`config.mk`:
```
export PLATFORM = sky130hd
export DESIGN_NAME = pll_reset_seq
export DESIGN_NICKNAME = d
export VERILOG_FILES = /design/src/rtl/pll_reset_seq.sv
export SDC_FILE = /design/constraint.sdc
export NUM_CORES = 1
export LEC_CHECK = 0
export ABC_CLOCK_PERIOD_IN_PS = 3300
export BUFFER_PORTS_ARGS = -buffer_cell sky130_fd_sc_hd__clkbuf_2
export CAP_MARGIN = 30
export CORE_ASPECT_RATIO = 1.75
export CORE_MARGIN = 10
export CORE_UTILIZATION = 40
export CTS_CLUSTER_SIZE = 40
export DETAILED_ROUTE_END_ITERATION = 16
export PLACE_DENSITY = 0.63
export SLEW_MARGIN = 25
export SYNTH_ARGS = -nofsm -noshare
export SYNTH_HDL_FRONTEND = slang
export SYNTH_SLANG_ARGS = --single-unit
```
`constraint.sdc`:
```
create_clock -name refclk -period 3.3 [get_ports refclk]
set_input_delay 0.66 -clock refclk [delete_from_list [all_inputs] [get_ports refclk]]
set_output_delay 0.66 -clock refclk [all_outputs]
set_load 0.1 [all_outputs]
```
`src/rtl/pll_reset_seq.sv`:
```
// Reset sequencer for an external clock generator: pulses its reset, waits for a stable lock,
// then releases the downstream reset. Retries on lock timeout and re-sequences on lock loss.
module pll_reset_seq #(
    parameter int unsigned RST_PULSE    = 8,
    parameter int unsigned LOCK_TIMEOUT = 50000,
    parameter int unsigned SETTLE       = 1024,
    parameter int unsigned MAX_RETRY    = 3,
    localparam int unsigned RW          = $clog2(MAX_RETRY + 1)
) (
    input  logic          refclk,
    input  logic          rst,
    input  logic          pll_locked,
    output logic          pll_rst,
    output logic          sys_rst,
    output logic          ready,
    output logic          fail,
    output logic          lock_lost,
    output logic [RW-1:0] retries
);

    localparam int unsigned CNT_MAX =
        (LOCK_TIMEOUT > SETTLE) ? ((LOCK_TIMEOUT > RST_PULSE) ? LOCK_TIMEOUT : RST_PULSE)
                                : ((SETTLE > RST_PULSE) ? SETTLE : RST_PULSE);
    localparam int unsigned CW = $clog2(CNT_MAX + 1);

    localparam logic [CW-1:0] PULSE_LAST   = CW'(RST_PULSE - 1);
    localparam logic [CW-1:0] TIMEOUT_LAST = CW'(LOCK_TIMEOUT - 1);
    // The SETTLE entry cycle already counts as one locked cycle, hence the extra -1.
    localparam logic [CW-1:0] SETTLE_LAST  = CW'((SETTLE >= 2) ? SETTLE - 2 : 0);
    localparam logic [RW-1:0] RETRY_LAST   = RW'(MAX_RETRY);

    typedef enum logic [2:0] {
        StReset,
        StWaitLock,
        StSettle,
        StRun,
        StFail
    } state_e;

    state_e        state_q;
    logic [CW-1:0] cnt_q;
    logic          lk_meta;
    logic          lk_s;

    always_ff @(posedge refclk) begin
        if (rst) begin
            state_q   <= StReset;
            cnt_q     <= '0;
            pll_rst   <= 1'b1;
            sys_rst   <= 1'b1;
            ready     <= 1'b0;
            fail      <= 1'b0;
            lock_lost <= 1'b0;
            retries   <= '0;
            lk_meta   <= 1'b0;
            lk_s      <= 1'b0;
        end else begin
            lk_meta <= pll_locked;
            lk_s    <= lk_meta;
            cnt_q   <= cnt_q + 1'b1;
            case (state_q)
                StReset: begin
                    if (cnt_q == PULSE_LAST) begin
                        state_q <= StWaitLock;
                        cnt_q   <= '0;
                        pll_rst <= 1'b0;
                    end
                end
                StWaitLock: begin
                    // Lock takes precedence over a coincident timeout.
                    if (lk_s) begin
                        state_q <= StSettle;
                        cnt_q   <= '0;
                    end else if (cnt_q == TIMEOUT_LAST) begin
                        cnt_q <= '0;
                        if (retries == RETRY_LAST) begin
                            state_q <= StFail;
                            fail    <= 1'b1;
                        end else begin
                            state_q <= StReset;
                            pll_rst <= 1'b1;
                            retries <= retries + 1'b1;
                        end
                    end
                end
                StSettle: begin
                    if (!lk_s) begin
                        state_q <= StWaitLock;
                        cnt_q   <= '0;
                    end else if (cnt_q == SETTLE_LAST) begin
                        state_q <= StRun;
                        cnt_q   <= '0;
                        sys_rst <= 1'b0;
                        ready   <= 1'b1;
                        retries <= '0;
                    end
                end
                StRun: begin
                    cnt_q <= '0;
                    if (!lk_s) begin
                        state_q   <= StReset;
                        pll_rst   <= 1'b1;
                        sys_rst   <= 1'b1;
                        ready     <= 1'b0;
                        lock_lost <= 1'b1;
                    end
                end
                StFail: begin
                    cnt_q <= '0;
                end
                default: begin
                    state_q <= StReset;
                    cnt_q   <= '0;
                    pll_rst <= 1'b1;
                    sys_rst <= 1'b1;
                    ready   <= 1'b0;
                end
            endcase
        end
    end

endmodule
```
==> reports/results.txt, run 1 <==
vias in the first global route: 1,116
htree depth: 1
drt drc: 0
Static Leak: 0.5197 nW
top post-synthesis cells by area: dfxtp_1 (41%), nor2_2 (4.6%), xnor2_1 (4.5%), xor2_1 (4.5%), nor2_1 (4.1%)
CP Capture Type: flop
Fmax: 380.7 MHz
PortBufs: 9
DR iter-0 viols: 21
final setup vio count: 0
crit path time final: 2627 ps
Worst-Margin Slew: 558.6 ps
# rows: 28
gp weighted congestion: 0.8556
hold wc startpoint: lk_meta
CTS buffer count: 3
Inst Count DP: 200
worst r2r path cells: 6
worst-path maximum fanout: 6
PwrDens: 391.9 nW/um^2
outcome: complete, no violations
fin nets: 166
register area share after synthesis: 41.29%
met2 Use GR: 15.40%
Netlist cell types: 39
max_slew headroom: 62.24%
post-synthesis register bit count: 28
global route overflow: 0
cts repair resizes: 0
Hold-fix buffers, CTS: 0
layout cells sized above 1: 20.75%
clock buffer depth: 2
Hold Fails Final Rpt: 0
crit share post-route: 79.60%
worst-skew pair later-pin latency: 270 ps
CP startpoint kind: flop
final worst slack: 673.1 ps
TNS Setup: 0 ps
Reg-to-Reg Start: cnt_q[0]
RSZ-0062 raised after global routing: no
Synth Cell Area: 1358 sq um
Min-Delay Path Depth: 1
GRT Total Usage: 8.961%
Worst Skew: 2.555 ps
top-area cell type share of the netlist area: 41.29%
setup bufs post-CTS: 0
pre-CTS setup slack: 682.9 ps
max_cap viols: 0
busiest grt layer: met2
# diodes: 0
Min-Delay Endpoint: lk_s
largest net degree at the start of global routing: 17
die width: 64.04 microns
Routed Antenna Nets: 0
Worst-path clk slew: 90 ps
met3 Usage GRT: 2.656%
Cells after Synth: 150
Syn. warnings: 0
antenna violations before repair: 0
worst path required time: 3440 ps
drt wl/cell: 12.80 microns
chip height: 97.07 microns
Post-Syn Nets: 156
drt first pass iters: 4
Starting Density: 40.79%
cell taking the most area after synthesis: dfxtp_1
Via density: 5.225
global-route wire length before repair: 4719 microns
Vias: 1,066
r2r endpoint: pll_rst
Slew Limit Fails: 0
Hold Crit Class: reg2reg
Syn-to-layout area delta: 10.14%
Layout Cells excl Fill: 204
CP Class: reg2reg
CP arrival: 2770 ps
final WL: 2611 microns
average instance area after synthesis: 9.050 sq um
met1 GRT Util: 9.030%
CTS Root Cell: clkbuf_8
Ports: 10
FF-to-FF setup slack: 670 ps
HPWL after DPL: 2029 microns
TritonCTS clock tree: yes
CTS sink count: 28
Core Region: 3328 sq um
DIE AREA: 6216 sq um
Worst VDD drop: 0.2283 mV
-- cell type report --
| class | count | area [sq um] |
|---|---|---|
| sequential | 28 | 560.5 |
| timing repair buffer | 10 | 52.55 |
| multi-input combinational | 111 | 748.2 |
| tap | 45 | 56.30 |
| clock buffer | 4 | 55.05 |
| fill | 330 | 1833 |
| inverter | 6 | 22.52 |
-- Yosys cell counts --
cell type / instances
ha_1: 3
o31ai_1: 1
or3b_2: 2
nor2b_2: 1
a211o_1: 1
nor4_2: 1
o21ai_0: 4
nand2b_1: 3
or4b_4: 1
and2_1: 1
nand3_1: 4
nor2_2: 10
xor2_1: 7
or4_4: 2
a211oi_1: 2
and3b_4: 1
a41oi_1: 1
a31oi_1: 2
nor4_1: 2
nor2_1: 15
xnor2_1: 7
nand4_1: 7
o21a_1: 1
and2b_1: 1
nor4b_1: 1
inv_1: 6
and4_1: 1
clkbuf_1: 4
nor2b_1: 5
o41ai_1: 2
nand2_1: 10
nor3_1: 3
buf_6: 1
or4_1: 3
o31ai_4: 1
nor3b_1: 1
o21ai_1: 2
dfxtp_1: 28
or3_1: 2
-- how the worst max path moves through the flow --
| stage | startpoint | cells past startpoint | to | slack [ps] |
|---|---|---|---|---|
| 2_1_floorplan | cnt_q[0] | 7 | cnt_q[10] | 850 |
| 3_3_place_gp | cnt_q[0] | 6 | pll_rst | 750 |
| 3_5_place_dp | cnt_q[0] | 6 | pll_rst | 680 |
| 4_1_cts | cnt_q[0] | 6 | pll_rst | 670 |
| 5_1_grt | cnt_q[0] | 7 | cnt_q[7] | 520 |
| 6_report | cnt_q[0] | 6 | pll_rst | 670 |
-- state kept, by name (all words and copies together), names as in the netlist --
| register | cells |
|---|---|
| cnt_q | 16 |
| state_q | 3 |
| retries | 2 |
| fail | 1 |
| lk_meta | 1 |
| lk_s | 1 |
| lock_lost | 1 |
| pll_rst | 1 |
| ready | 1 |
| sys_rst | 1 |
-- cells in the final DEF (no fill, tap or decap), types with 2 or more instances in the layout --
master / netlist / routed
nor4_1: 2 / 2
nor3_1: 3 / 3
nand2b_1: 3 / 3
inv_1: 6 / 6
or3b_2: 2 / 2
or3_1: 2 / 2
xnor2_1: 7 / 7
nor2_1: 15 / 15
nand2_1: 10 / 10
xor2_1: 7 / 7
o21ai_1: 2 / 2
or4_4: 2 / 2
nor2_2: 10 / 10
a211oi_1: 2 / 2
dfxtp_1: 28 / 28
o41ai_1: 2 / 2
ha_1: 3 / 3
clkbuf_2: 0 / 9
nand4_1: 7 / 7
clkbuf_8: 0 / 4
o21ai_0: 4 / 4
nand3_1: 4 / 4
nor2b_1: 5 / 5
a31oi_1: 2 / 2
or4_1: 3 / 3
-- per-stage QoR --
stage	util, %	total power [W]	hold WS [ps]	area, sq um
3_3_place_gp	43.27	0.0003860	436.2	1440
2_1_floorplan	-	0.0003807	413.8	1358
4_1_cts	44.92	0.0005942	474.2	1495
3_5_place_dp	43.27	0.0003878	455.6	1440
6_report	44.92	0.0005860	464.4	1495
5_1_grt	44.92	0.0006103	483.6	1495
-- logic make-up after synthesis --
kind of cell | share of synthesized area [%]
flip-flops | 41.29
AND/OR/NAND/NOR | 33.82
buffers and inverters | 3.594
XOR/XNOR | 9.032
adder cells (fa/ha/maj) | 2.765
AO/OA/AOI/OAI | 9.494
-- worst max-delay path, cell delays in order (launching register included) --
cell and delay (ps):
dfxtp_1 440, ha_1 250, or4b_4 490, or4_4 530, or4_1 400, a41oi_1 260, o41ai_1 130
-- layer usage --
layer / share of wire [%] / vias to the layer above
li1: - / 540
met1: 41 / 505
met2: 53 / 17
met3: 4.1 / 4
met4: 1.8 / 0
met5: 0 / -
-- report_power, final --
group	internal, W	total [W]	switching (W)
registers	0.000343	0.000350	0.00000693
clock network	0.000107	0.000207	0.0000999
logic	0.0000136	0.0000296	0.0000160
total	0.000463	0.000586	0.000123
No activity file was read; power rests on OpenSTA's default activity.
==> inputs of run 2 (changes only) <==
--- a/config.mk
+++ b/config.mk
@@ -5,7 +5,7 @@
 export SDC_FILE = /design/constraint.sdc
 export NUM_CORES = 1
 export LEC_CHECK = 0
-export ABC_CLOCK_PERIOD_IN_PS = 3300
+export ABC_CLOCK_PERIOD_IN_PS = 2500
 export BUFFER_PORTS_ARGS = -buffer_cell sky130_fd_sc_hd__clkbuf_2
 export CAP_MARGIN = 30
 export CORE_ASPECT_RATIO = 1.75
==> constraint.sdc (replaced) <==
create_clock -name refclk -period 2.5 [get_ports refclk]
set_input_delay 0.5 -clock refclk [delete_from_list [all_inputs] [get_ports refclk]]
set_output_delay 0.5 -clock refclk [all_outputs]
set_load 0.1 [all_outputs]
==> run 2 against run 1 <==
Against the previous run: clock power rose by 14%; non-clock buffer count rose by 4; setup slack got worse by 590 ps; sequential power is 32% higher; largest cell class unchanged; register-to-register slack got worse by 590 ps; final area is 2.8% higher; via count is 0.94% higher.
==> reports/results.txt, run 2 (same netlist as run 1, synthesis figures left out) <==
Min-Delay Endpoint: cnt_q[0]
Internal Power: 0.0005839 W (+26%)
# diodes: 0 (unchanged)
antenna violations before repair: 0 (unchanged)
Hold-fix buffers, CTS: 0 (unchanged)
gp weighted congestion: 0.7987 (-6.7%)
Vias: 1,076 (+0.94%)
Layout Cells excl Fill: 207 (+1.5%)
Worst VDD drop: 0.2980 mV (+31%)
CP arrival: 2570 ps (-200 ps)
PwrDens: 483.4 nW/um^2 (+23%)
max_cap viols: 0 (unchanged)
outcome: complete, no violations
post-placement cell area: 1483 sq um (+3.0%)
NetSw: 0.0001589 W (+29%)
global-route wire length before repair: 4726 microns (+0.15%)
worst-path maximum fanout: 6 (unchanged)
DR iter-0 viols: 17 (-19%)
CTS sink count: 28 (unchanged)
Starting Density: 40.79% (unchanged)
final WL: 2600 microns (-0.42%)
Top reg by flops: cnt_q
Min-Delay Path Depth: 1 (unchanged)
vias in the first global route: 1,091 (-2.2%)
Worst-path clk slew: 90 ps (about the same)
Via density: 5.198 (-0.52%)
critical path, cell by cell: ha_1, or4b_4, or4_4, or4_1, a41oi_2, o41ai_1
final setup vio count: 0 (unchanged)
Core Region: 3328 sq um (unchanged)
drt drc: 0 (unchanged)
hold wc startpoint: cnt_q[0]
Worst Skew: 3.508 ps (+0.9526 ps)
crit share post-route: 96.62% (+17 points)
most common cell after layout, fill and taps aside: dfxtp_1
Routed Antenna Nets: 0 (unchanged)
r2r endpoint: pll_rst
Static Leak: 0.5391 nW (+3.7%)
die width: 64.04 microns (unchanged)
Regs by FF count: cnt_q: 16 flops, state_q: 3 flops, retries: 2 flops
layout cells sized above 1: 24.07% (+3.3 points)
GRT Total Usage: 8.936% (-0.025 points)
Ports: 10 (unchanged)
HPWL after DPL: 1982 microns (-2.3%)
CTS Root Cell: clkbuf_8
Inst Count DP: 204 (+2.0%)
Hold Fails Final Rpt: 0 (unchanged)
max FFs per register: 16 (unchanged)
clock buffer depth: 2 (unchanged)
max_slew headroom: 61.41% (-0.83 points)
hold_ws: 456.2 ps (-8.202 ps)
Critical-path top delay cell: or4_4
CP Class: reg2reg
crit path time final: 2416 ps (-211.3 ps)
fin area: 1536 sq um (+2.8%)
most frequent cells in the layout: dfxtp_1 (26), nor2_1 (15), nand2_1 (10), nor2_2 (10), clkbuf_2 (9)
Worst-Margin Slew: 570.8 ps (+12.23 ps)
TNS Setup: 0 ps (unchanged)
htree depth: 1 (unchanged)
drt first pass iters: 4 (unchanged)
chip height: 97.07 microns (unchanged)
clock share of power: 31.7% (-3.6 points)
largest net degree at the start of global routing: 17 (unchanged)
Reg-to-Reg Start: cnt_q[0]
setup bufs post-CTS: 0 (unchanged)
worst r2r path cells: 6 (unchanged)
Sw Share: 21.39% (+0.41 points)
Seq pwr share: 62.1% (+2.4 points)
FF-to-FF setup slack: 80 ps (-590 ps)
worst path required time: 2650 ps (-790 ps)
worst-skew pair later-pin latency: 270 ps (about the same)
TritonCTS clock tree: yes
CP Capture Type: flop
CTS buffer count: 3 (unchanged)
DIE AREA: 6216 sq um (unchanged)
Slew Limit Fails: 0 (unchanged)
drt wl/cell: 12.56 microns (-1.9%)
Fmax: 414.0 MHz (+8.7%)
Hold Crit Class: reg2reg
largest stage delay on the critical path: 520 ps (about the same)
combinational share of power: 6.2% (+1.1 points)
# rows: 28 (unchanged)
global route overflow: 0 (unchanged)
Syn-to-layout area delta: 13.18%
PortBufs: 9 (unchanged)
CP startpoint kind: flop
Tot Pwr: 0.0007428 W (+27%)
fin nets: 170 (+2.4%)
==> run 2: cell count changes in the layout (fill, tap and decap cells not counted), sizes merged <==
cell    before  now
clkbuf      13   12
buf          1    5
==> run 2: metal layers <==
| layer | track usage (%) | routed length, microns | vias up | share of wire, % |
|---|---|---|---|---|
| met2 | 15.86 | 1421 | 13 | 55 |
| met5 | 0 | 0 | - | 0 |
| met3 | 2.540 | 108 | 4 | 4.2 |
| met1 | 9.226 | 1032 | 505 | 40 |
| li1 | - | - | 554 | - |
| met4 | 4.061 | 38 | 0 | 1.5 |
==> run 2: worst max-delay path: cells and delay by family, from the launching register on <==
family / cells / cell delay, ps
AND/OR/NAND/NOR: 3 / 1440
flip-flops: 1 / 390
AO/OA/AOI/OAI: 2 / 310
adder cells (fa/ha/maj): 1 / 160
==> run 2: area by class of cell <==
| type | instances | area (sq um) |
|---|---|---|
| multi-input combinational | 111 | 755.7 |
| clock buffer | 3 | 41.29 |
| tap | 45 | 56.30 |
| timing repair buffer | 14 | 95.09 |
| sequential | 28 | 565.5 |
| fill | 329 | 1792 |
| inverter | 6 | 22.52 |
==> run 2: power by group through the flow <==
| stage | Sequential [W] | Clock, W | Combinational, W |
|---|---|---|---|
| floorplan | 0.000470 | 0 | 0.0000321 |
| detailed placement | 0.000471 | 0 | 0.0000465 |
| global route | 0.000464 | 0.000263 | 0.0000518 |
| CTS | 0.000460 | 0.000248 | 0.0000468 |
| global placement | 0.000470 | 0 | 0.0000462 |
| finish | 0.000461 | 0.000236 | 0.0000460 |
==> run 2: what timing repair did <==
action / CTS / global route
endpoints found under the setup margin: 0 / 13
endpoints found under the hold margin: 0 / 0
resized for setup: 0 / 4
==> run 2: worst max path at each step <==
stage	from	slack (ps)	to	cells after the start
finish	cnt_q[0]	80	pll_rst	6
floorplan	cnt_q[0]	50	cnt_q[9]	7
CTS	cnt_q[0]	20	pll_rst	6
global route	cnt_q[1]	-20	pll_rst	6
global placement	cnt_q[0]	110	pll_rst	6
detailed placement	cnt_q[0]	30	pll_rst	6
==> run 2: through the flow <==
step                      util [%]  setup WS (ps)
after global routing         46.17         -19.78
final                        46.17          84.41
after floorplan                  -          52.93
after detailed placement     44.55          33.67
after global placement       44.55          107.9
after CTS                    45.79          16.93
